$ cat src/rtl/rca_nibble_seq_ctrl_if.sv
// Requester-side handshake and operand/result bundle for the nibble-serial adder controller.
// The controller uses the slave modport; the requester uses the master modport.
interface rca_nibble_seq_ctrl_if #(
  parameter int W = 16
);
  logic         start;
  logic [W-1:0] a;
  logic [W-1:0] b;
  logic         cin;
  logic         busy;
  logic         done;
  logic [W-1:0] s;
  logic         cout;

  modport master (
    output start, a, b, cin,
    input  busy, done, s, cout
  );

  modport slave (
    input  start, a, b, cin,
    output busy, done, s, cout
  );
endinterface

$ cat src/rtl/rca_nibble_seq_ctrl.sv
// Wide adder built from one external 4-bit ripple-carry adder, reused one nibble per clock,
// LSB nibble first, with the nibble carry held in a register between cycles.
module rca_nibble_seq_ctrl #(
  parameter int NIBBLES = 4
) (
  input  logic                 clk,
  input  logic                 rst_n,
  rca_nibble_seq_ctrl_if.slave req,
  output logic [3:0]           rca_a,
  output logic [3:0]           rca_b,
  output logic                 rca_cin,
  input  logic [3:0]           rca_s,
  input  logic                 rca_cout
);

  localparam int W  = 4 * NIBBLES;
  localparam int IW = (NIBBLES > 1) ? $clog2(NIBBLES) : 1;
  localparam logic [IW-1:0] LAST_IDX = IW'(NIBBLES - 1);

  typedef enum logic [1:0] {
    IDLE = 2'd0,
    RUN  = 2'd1,
    DONE = 2'd2
  } state_e;

  state_e         state_q, state_d;
  logic [IW-1:0]  idx_q, idx_d;
  logic           carry_q, carry_d;
  logic [W-1:0]   a_q, a_d;
  logic [W-1:0]   b_q, b_d;
  logic [W-1:0]   acc_q, acc_d;
  logic [W-1:0]   s_q, s_d;
  logic           cout_q, cout_d;
  logic           busy_q, busy_d;
  logic           done_q, done_d;

  // State register and all datapath flops.
  always_ff @(posedge clk or negedge rst_n) begin
    if (!rst_n) begin
      state_q <= IDLE;
      idx_q   <= '0;
      carry_q <= 1'b0;
      a_q     <= '0;
      b_q     <= '0;
      acc_q   <= '0;
      s_q     <= '0;
      cout_q  <= 1'b0;
      busy_q  <= 1'b0;
      done_q  <= 1'b0;
    end else begin
      state_q <= state_d;
      idx_q   <= idx_d;
      carry_q <= carry_d;
      a_q     <= a_d;
      b_q     <= b_d;
      acc_q   <= acc_d;
      s_q     <= s_d;
      cout_q  <= cout_d;
      busy_q  <= busy_d;
      done_q  <= done_d;
    end
  end

  // Adder drive kept in its own block so the external rca_s/rca_cout path never looks circular.
  always_comb begin
    rca_a   = 4'd0;
    rca_b   = 4'd0;
    rca_cin = 1'b0;
    if (state_q == RUN) begin
      rca_a   = a_q[4*idx_q +: 4];
      rca_b   = b_q[4*idx_q +: 4];
      rca_cin = carry_q;
    end else begin
      rca_a   = 4'd0;
      rca_b   = 4'd0;
      rca_cin = 1'b0;
    end
  end

  // Next-state and datapath update; s/cout only move on the edge that enters DONE.
  always_comb begin
    state_d = state_q;
    idx_d   = idx_q;
    carry_d = carry_q;
    a_d     = a_q;
    b_d     = b_q;
    acc_d   = acc_q;
    s_d     = s_q;
    cout_d  = cout_q;

    case (state_q)
      IDLE: begin
        if (req.start) begin
          a_d     = req.a;
          b_d     = req.b;
          carry_d = req.cin;
          idx_d   = '0;
          state_d = RUN;
        end else begin
          state_d = IDLE;
        end
      end
      RUN: begin
        acc_d[4*idx_q +: 4] = rca_s;
        carry_d             = rca_cout;
        if (idx_q == LAST_IDX) begin
          s_d     = acc_d;
          cout_d  = rca_cout;
          state_d = DONE;
        end else begin
          idx_d   = idx_q + IW'(1);
          state_d = RUN;
        end
      end
      DONE: begin
        state_d = IDLE;
      end
      default: begin
        state_d = IDLE;
      end
    endcase

    busy_d = (state_d != IDLE);
    done_d = (state_d == DONE);
  end

  assign req.busy = busy_q;
  assign req.done = done_q;
  assign req.s    = s_q;
  assign req.cout = cout_q;

endmodule
$ cat src/flat_wrapper.sv
// flat-port wrapper written by rule: the top's interface ports become plain ports
module rca_nibble_seq_ctrl_flat 
#(
  parameter int NIBBLES = 4
)
  (clk, rst_n, rca_a, rca_b, rca_cin, rca_s, rca_cout, req_start, req_a, req_b, req_cin, req_busy, req_done, req_s, req_cout);
  rca_nibble_seq_ctrl_if req_i ();
  input  logic clk;
  input  logic rst_n;
  output logic [3:0] rca_a;
  output logic [3:0] rca_b;
  output logic rca_cin;
  input  logic [3:0] rca_s;
  input  logic rca_cout;
  input wire logic [$bits(req_i.start)-1:0] req_start;
  input wire logic [$bits(req_i.a)-1:0] req_a;
  input wire logic [$bits(req_i.b)-1:0] req_b;
  input wire logic [$bits(req_i.cin)-1:0] req_cin;
  output wire logic [$bits(req_i.busy)-1:0] req_busy;
  output wire logic [$bits(req_i.done)-1:0] req_done;
  output wire logic [$bits(req_i.s)-1:0] req_s;
  output wire logic [$bits(req_i.cout)-1:0] req_cout;
  assign req_i.start = req_start;
  assign req_i.a = req_a;
  assign req_i.b = req_b;
  assign req_i.cin = req_cin;
  assign req_busy = req_i.busy;
  assign req_done = req_i.done;
  assign req_s = req_i.s;
  assign req_cout = req_i.cout;
  rca_nibble_seq_ctrl #(.NIBBLES(NIBBLES)) u_core (.clk(clk), .rst_n(rst_n), .req(req_i), .rca_a(rca_a), .rca_b(rca_b), .rca_cin(rca_cin), .rca_s(rca_s), .rca_cout(rca_cout));
endmodule
$ cat config.mk
export PLATFORM = sky130hd
export DESIGN_NAME = rca_nibble_seq_ctrl_flat
export DESIGN_NICKNAME = d
export VERILOG_FILES = /design/src/rtl/rca_nibble_seq_ctrl_if.sv /design/src/rtl/rca_nibble_seq_ctrl.sv /design/src/flat_wrapper.sv
export SDC_FILE = /design/constraint.sdc
export NUM_CORES = 1
export LEC_CHECK = 0
export ABC_AREA = 1
export ABC_CLOCK_PERIOD_IN_PS = 2000
export CORE_MARGIN = 4
export CORE_UTILIZATION = 25
export CTS_CLUSTER_SIZE = 40
export DETAILED_ROUTE_END_ITERATION = 6
export HOLD_SLACK_MARGIN = 0.15
export MAX_ROUTING_LAYER = met4
export PLACE_DENSITY_LB_ADDON = 0.1
export SLEW_MARGIN = 0
export SYNTH_ARGS = -nofsm -noshare
export SYNTH_HDL_FRONTEND = slang
export SYNTH_SLANG_ARGS = --single-unit
export TNS_END_PERCENT = 20
$ cat constraint.sdc
create_clock -name clk -period 2 [get_ports clk]
set_clock_uncertainty 0.1 [all_clocks]
set_input_delay 0.4 -clock clk [delete_from_list [all_inputs] [get_ports clk]]
set_output_delay 0.4 -clock clk [all_outputs]
set_load 0.01 [all_outputs]
==> results.sh, run 1 <==
export IMPL_outcome="complete, no violations"
export IMPL_wl_met1_um=4100
export IMPL_syn_avg_cell_area_um2=7.65
export IMPL_async_flop_share_pct=100
export IMPL_met3_length_um=410
export IMPL_synth_most_common_cell="nand2_1"
export IMPL_setup_viol=0
export IMPL_cts_buffers=9
export IMPL_grt_pass1_wl_um=15000
export IMPL_clock_sinks=68
export IMPL_powerDensity_nw_per_um2=1560
export IMPL_cts_tree="built"
export IMPL_max_vdd_ir_drop_uv=474
export IMPL_slew_headroom_pct=74.2
export IMPL_min_period_over_period_pct=97.0
export IMPL_die_h_um=122
export IMPL_hold_class="flip-flop to flip-flop"
export IMPL_timing_fmax_mhz=516
export IMPL_io_pin_count=69
export IMPL_rsz0062_at_grt="true"
export IMPL_timing_setup_critical_path_class="flip-flop to output port"
export IMPL_synthMuxAreaShare_pct=0.306
export IMPL_postSynthCellCount=427
export IMPL_ant_nets=0
export IMPL_synthToLayoutAreaGrowth_pct=37.8
export IMPL_reg2reg_from="u_core.idx_q[0]$_DFFE_PN0P_"
export IMPL_hpwlAfterDp_um=6150
export IMPL_tightest_slew_ps=387
export IMPL_antennaDiodeCount=0
export IMPL_yosys_area_top_type="dfrtp_1"
export IMPL_p_leak_nw=2.33
export IMPL_final_nets=553
export IMPL_tns_ps=0
export IMPL_clkLatencyLatePin_ps=330
export IMPL_synthAdderAreaFrac_pct=1.91
export IMPL_holdPathEnd="u_core.a_q[13]$_DFFE_PN0P_"
export IMPL_cts_max_level=3
export IMPL_vias_per_cell=4.25
export IMPL_ys_top_cells_by_count="nand2_1 (188), dfrtp_1 (68), nor2_1 (50)"
export IMPL_clockBufferDepth=2
export IMPL_vias=2904
export IMPL_cts_reportedPaths_clkPinSlew_ps=60
export IMPL_r2r_cells=8
export IMPL_wl_um=8820
export IMPL_holdWs_ps=365
export IMPL_crit_path_end_kind="output port"
export IMPL_synth_seq_cells=68
export IMPL_globalRouteOverflowTotal=0
export IMPL_worstPathMaxFanout=12
export IMPL_grt_total_usage_pct=13.2
export IMPL_drt_iter0_drc=130
export IMPL_antenna_found_initial=0
export IMPL_start_util_pct=25.7
export IMPL_grt_max_degree=69
export IMPL_synth_cell_types=20
export IMPL_coreArea_um2=12700
export IMPL_synthSimpleGateAreaFrac_pct=34.4
export IMPL_pre_cts_slack_ps=-43.8
export IMPL_hold_start="u_core.a_q[13]$_DFFE_PN0P_"
export IMPL_dr_pass1_iters=4
export IMPL_ctsRootBufferMaster="clkbuf_16"
export IMPL_synth_compound_area_share_pct=4.17
export IMPL_synth_warnings=0
export IMPL_synth_top_cell_area_share_pct=52.1
export IMPL_yosysSeqAreaShare_pct=52.1
export IMPL_wire_per_inst_um=12.9
export IMPL_setup_slack_ps=60.9
export IMPL_synth_edf_count=0
export IMPL_crit_required_ps=1500
export IMPL_drive_gt1_share_pct=12.3
export IMPL_r2r_end="u_core.req.s[14]$_DFFE_PN0P_"
export IMPL_synth_top_family_by_area="simple AND/OR/NAND/NOR gates"
export IMPL_final_max_slew_viol_count=0
export IMPL_synth_xor_area_share_pct=0
export IMPL_fin_crit_ps=1940
export IMPL_die_area_um2=15000
export IMPL_maxCapViolCount=0
export IMPL_fp_row_count=41
export IMPL_ff2ff_setup_slack_ps=180
export IMPL_start_kind="flip-flop"
export IMPL_numPortBuffers=68
export IMPL_grt_pass1_vias=2975
export IMPL_wl_met2_um=4210
export IMPL_whs_path_depth=2
export IMPL_synth_ff_type="dfrtp_1"
export IMPL_arrival_ps=1440
export IMPL_netlist_area_um2=3270
export IMPL_synth_area_leaders="dfrtp_1 (52%), nand2_1 (22%), nor2_1 (5.7%)"
export IMPL_synth_nets=473
export IMPL_top_layer_used="met4"
export IMPL_die_w_um=122
export IMPL_hold_viol=0
export IMPL_remaining_drc_errors=0
export IMPL_place_congestion=0.814
## flip-flops by register name (all words and copies together) (netlist names)
register	flops
u_core.a_q	16
u_core.acc_q	12
u_core.b_q	16
u_core.carry_q	1
u_core.idx_q	2
u_core.req.busy	1
u_core.req.cout	1
u_core.req.done	1
u_core.req.s	16
u_core.state_q	2
## repair_timing
item                                    CTS  global route
hold buffers                              1             0
pin swaps                                 0             1
endpoints found under the hold margin    68             0
buffers inserted                          1             0
cloned                                    0             1
endpoints found under the setup margin    9            18
resized for setup                        20            22
## power breakdown
| group | total (mW) | switching [mW] | internal, mW |
|---|---|---|---|
| sequential | 2.27 | 0.303 | 1.97 |
| combinational | 3.24 | 1.91 | 1.33 |
| clock | 1.51 | 0.573 | 0.933 |
## critical path, stage by stage, from the launching register on
cell	delay, ps
dfrtp_2	440
buf_12	160
nor2_1	50
nor2_1	70
o21ai_0	80
a21oi_1	160
clkbuf_2	160
## stage by stage
| stage | instance area, µm² | instances | utilization [%] | power [mW] |
|---|---|---|---|---|
| finish | 4500 | 684 | 35.4 | 7.02 |
| global route | 4500 | 684 | 35.4 | 7.67 |
| CTS | 4480 | 683 | 35.2 | 7.05 |
| detailed placement | 4190 | 665 | 32.9 | 5.58 |
| global placement | 4190 | 665 | 32.9 | 5.57 |
| floorplan | 3270 | 427 | - | 4.25 |
## cells by family after synthesis
kind of cell / count (synthesis)
AOI/OAI and AO/OA: 27
muxes: 1
DFF: 68
buffers and inverters: 46
adders and majority gates: 5
and+or+nand+nor: 280
## routing by layer
| layer | up-vias | global-route usage, % |
|---|---|---|
| met4 | 0 | 3.78 |
| met1 | 1330 | 16.5 |
| met5 | - | - |
| met3 | 8 | 3.46 |
| met2 | 79 | 21.1 |
| li1 | 1487 | - |
## cell usage in the layout (no fill, tap or decap), types with 2 or more instances in the layout
cell             instances
buf_12                   2
nand4_1                  4
o21ai_0                  8
nor3_1                   3
a21oi_1                 13
ha_1                     5
clkinv_2                 4
nand3_1                 30
buf_2                    7
nand2_2                  3
nor2_1                  49
clkbuf_8                 3
nand2_1                187
dfrtp_1                 67
clkbuf_2                 2
buf_4                   18
inv_1                   19
o21ai_1                  2
a21oi_2                  3
nor2_4                   2
inv_2                    5
clkdlybuf4s50_1         58
clkbuf_16               10
## layout make-up
| type | instances | area [µm²] |
|---|---|---|
| clock buffers | 12 | 267 |
| flip-flops and latches | 68 | 1700 |
| inverters | 25 | 95.1 |
| clock inverters | 4 | 22.5 |
| multi-input cells | 313 | 1350 |
| well taps | 172 | 215 |
| fillers | 1380 | 8220 |
| repair buffers | 90 | 845 |
## worst max path at each step
stage,startpoint,endpoint,cells past startpoint
after floorplan,u_core.idx_q[0]$_DFFE_PN0P_,u_core.req.s[4]$_DFFE_PN0P_,11
after global placement,u_core.idx_q[0]$_DFFE_PN0P_,rca_b[2],6
after detailed placement,u_core.idx_q[0]$_DFFE_PN0P_,rca_b[2],6
after CTS,u_core.idx_q[0]$_DFFE_PN0P_,rca_b[1],5
after global routing,u_core.idx_q[0]$_DFFE_PN0P_,rca_b[1],6
final,u_core.idx_q[0]$_DFFE_PN0P_,rca_b[1],6
(Power assumes the default switching activity.)
==> inputs of run 2 (changes only) <==
- CORE_UTILIZATION: 25 -> 51
==> results.sh, run 2 (synthesis results as in run 1) <==
export IMPL_grt_pass1_wl_um=13000
export IMPL_vias_per_cell=5.03
export IMPL_start_util_pct=53.9
export IMPL_r2r_cells=8
export IMPL_crit_path_end_kind="output port"
export IMPL_worstPathMaxFanout=12
export IMPL_cpMaxStageDelayCell="dfrtp_2"
export IMPL_hpwlAfterDp_um=5510
export IMPL_cp_depth=6
export IMPL_fp_row_count=28
export IMPL_cts_reportedPaths_clkPinSlew_ps=80
export IMPL_setup_slack_ps=15.4
export IMPL_wl_um=7710
export IMPL_grt_max_degree=26
export IMPL_hold_class="flip-flop to flip-flop"
export IMPL_clockBufferDepth=2
export IMPL_fin_area_um2=4300
export IMPL_p_leak_nw=2.28
export IMPL_clkLatencyLatePin_ps=340
export IMPL_die_w_um=88.0
export IMPL_grt_total_usage_pct=22.4
export IMPL_cp_cell_sequence="clkbuf_16 > nor2_1 > nor2_1 > o21ai_0 > a21oi_1 > buf_2"
export IMPL_timing_setup_critical_path_class="flip-flop to output port"
export IMPL_coreArea_um2=6060
export IMPL_min_period_over_period_pct=99.2
export IMPL_io_pin_count=69
export IMPL_globalRouteOverflowTotal=0
export IMPL_remaining_drc_errors=0
export IMPL_crit_top_cell="nor2_1"
export IMPL_max_vdd_ir_drop_uv=726
export IMPL_pre_cts_slack_ps=-24.6
export IMPL_timing_fmax_mhz=504
export IMPL_setup_viol=0
export IMPL_path_delay_family="flip-flops"
export IMPL_outcome="complete, no violations"
export IMPL_fin_util_pct=70.9
export IMPL_cts_max_level=3
export IMPL_die_h_um=88.0
export IMPL_hold_viol=0
export IMPL_grt_pass1_vias=2898
export IMPL_power_mw=6.67
export IMPL_ctsRootBufferMaster="clkbuf_8"
export IMPL_cp_num_buf_inv=2
export IMPL_holdWs_ps=377
export IMPL_tightest_slew_ps=576
export IMPL_place_area_um2=4070
export IMPL_fillerInstances=497
export IMPL_clock_sinks=68
export IMPL_cts_tree="built"
export IMPL_rsz0062_at_grt="true"
export IMPL_maxCapViolCount=0
export IMPL_place_inst=564
export IMPL_drive_gt1_share_pct=11.0
export IMPL_antennaDiodeCount=0
export IMPL_crit_required_ps=1500
export IMPL_final_cell_count_no_fill=582
export IMPL_final_nets=548
export IMPL_start_kind="flip-flop"
export IMPL_final_cell_mix="nand2_1 (188), dfrtp_1 (67), clkdlybuf4s50_1 (58)"
export IMPL_dr_pass1_iters=5
export IMPL_die_area_um2=7750
export IMPL_numPortBuffers=68
export IMPL_place_congestion=0.849
export IMPL_antenna_found_initial=0
export IMPL_tns_ps=0
export IMPL_slew_headroom_pct=61.6
export IMPL_final_max_slew_viol_count=0
export IMPL_cpPeakStageDelay_ps=470
export IMPL_arrival_ps=1480
export IMPL_powerDensity_nw_per_um2=1550
export IMPL_vias=2929
export IMPL_whs_path_depth=2
export IMPL_postCtsSetupBuffers=0
export IMPL_cts_buffers=9
export IMPL_ant_nets=0
export IMPL_wire_per_inst_um=13.3
export IMPL_layout_cells_most_common="nand2_1"
export IMPL_synthToLayoutAreaGrowth_pct=31.6
export IMPL_drt_iter0_drc=131
export IMPL_fin_crit_ps=1980
run 2: cell type report:
cell class                 count  area [µm²]  area share (%)
sequential                    68        1700            39.6
multi-input combinational    313        1350            31.3
timing repair buffer          85         846            19.7
clock buffer                   9         124            2.88
inverter                      25        95.1            2.21
tap                           75        93.8            2.18
clock inverter                 7        91.3            2.12
run 2: report_power, final:
group / switching, mW / internal [mW] / total [mW]
clock: 0.544 / 0.697 / 1.24
combinational: 1.82 / 1.29 / 3.11
sequential: 0.351 / 1.97 / 2.32
total: 2.71 / 3.96 / 6.67
run 2: per-layer routing:
layer | part of all wire [%] | track usage, %
met1 | 42 | 26.8
met2 | 50 | 36.8
met3 | 5.7 | 4.52
met4 | 1.7 | 9.34
met5 | 0 | -
run 2: path summary, 6_finish.rpt:
path / startpoint / to / slack (ps)
max in group asynchronous: rst_n / u_core.idx_q[0]$_DFFE_PN0P_ / 780
min in group asynchronous: rst_n / u_core.req.s[15]$_DFFE_PN0P_ / 480
worst min-delay path: u_core.req.s[13]$_DFFE_PN0P_ / u_core.req.s[13]$_DFFE_PN0P_ / 380
worst max register to register: u_core.idx_q[0]$_DFFE_PN0P_ / u_core.req.s[15]$_DFFE_PN0P_ / 80
worst max-delay path: u_core.idx_q[0]$_DFFE_PN0P_ / rca_b[3] / 20
worst min register to register: u_core.req.s[13]$_DFFE_PN0P_ / u_core.req.s[13]$_DFFE_PN0P_ / 380
run 2: what timing repair did:
item,CTS,global route
resized for setup,27,21
pin swaps,0,6
hold endpoints to repair,21,0
hold buffers,1,0
gates cloned,0,1
endpoints found under the setup margin,9,36
run 2: worst min-delay path, cell delays in order (launching register included):
cell and delay, ps:
dfrtp_1 340, nand2_1 50, nand2_1 50
==> inputs of run 3 (changes only) <==
- SLEW_MARGIN: 0 -> 20
==> results of run 3 <==
The final DEF is identical to that of run 2; final timing and power are the same.
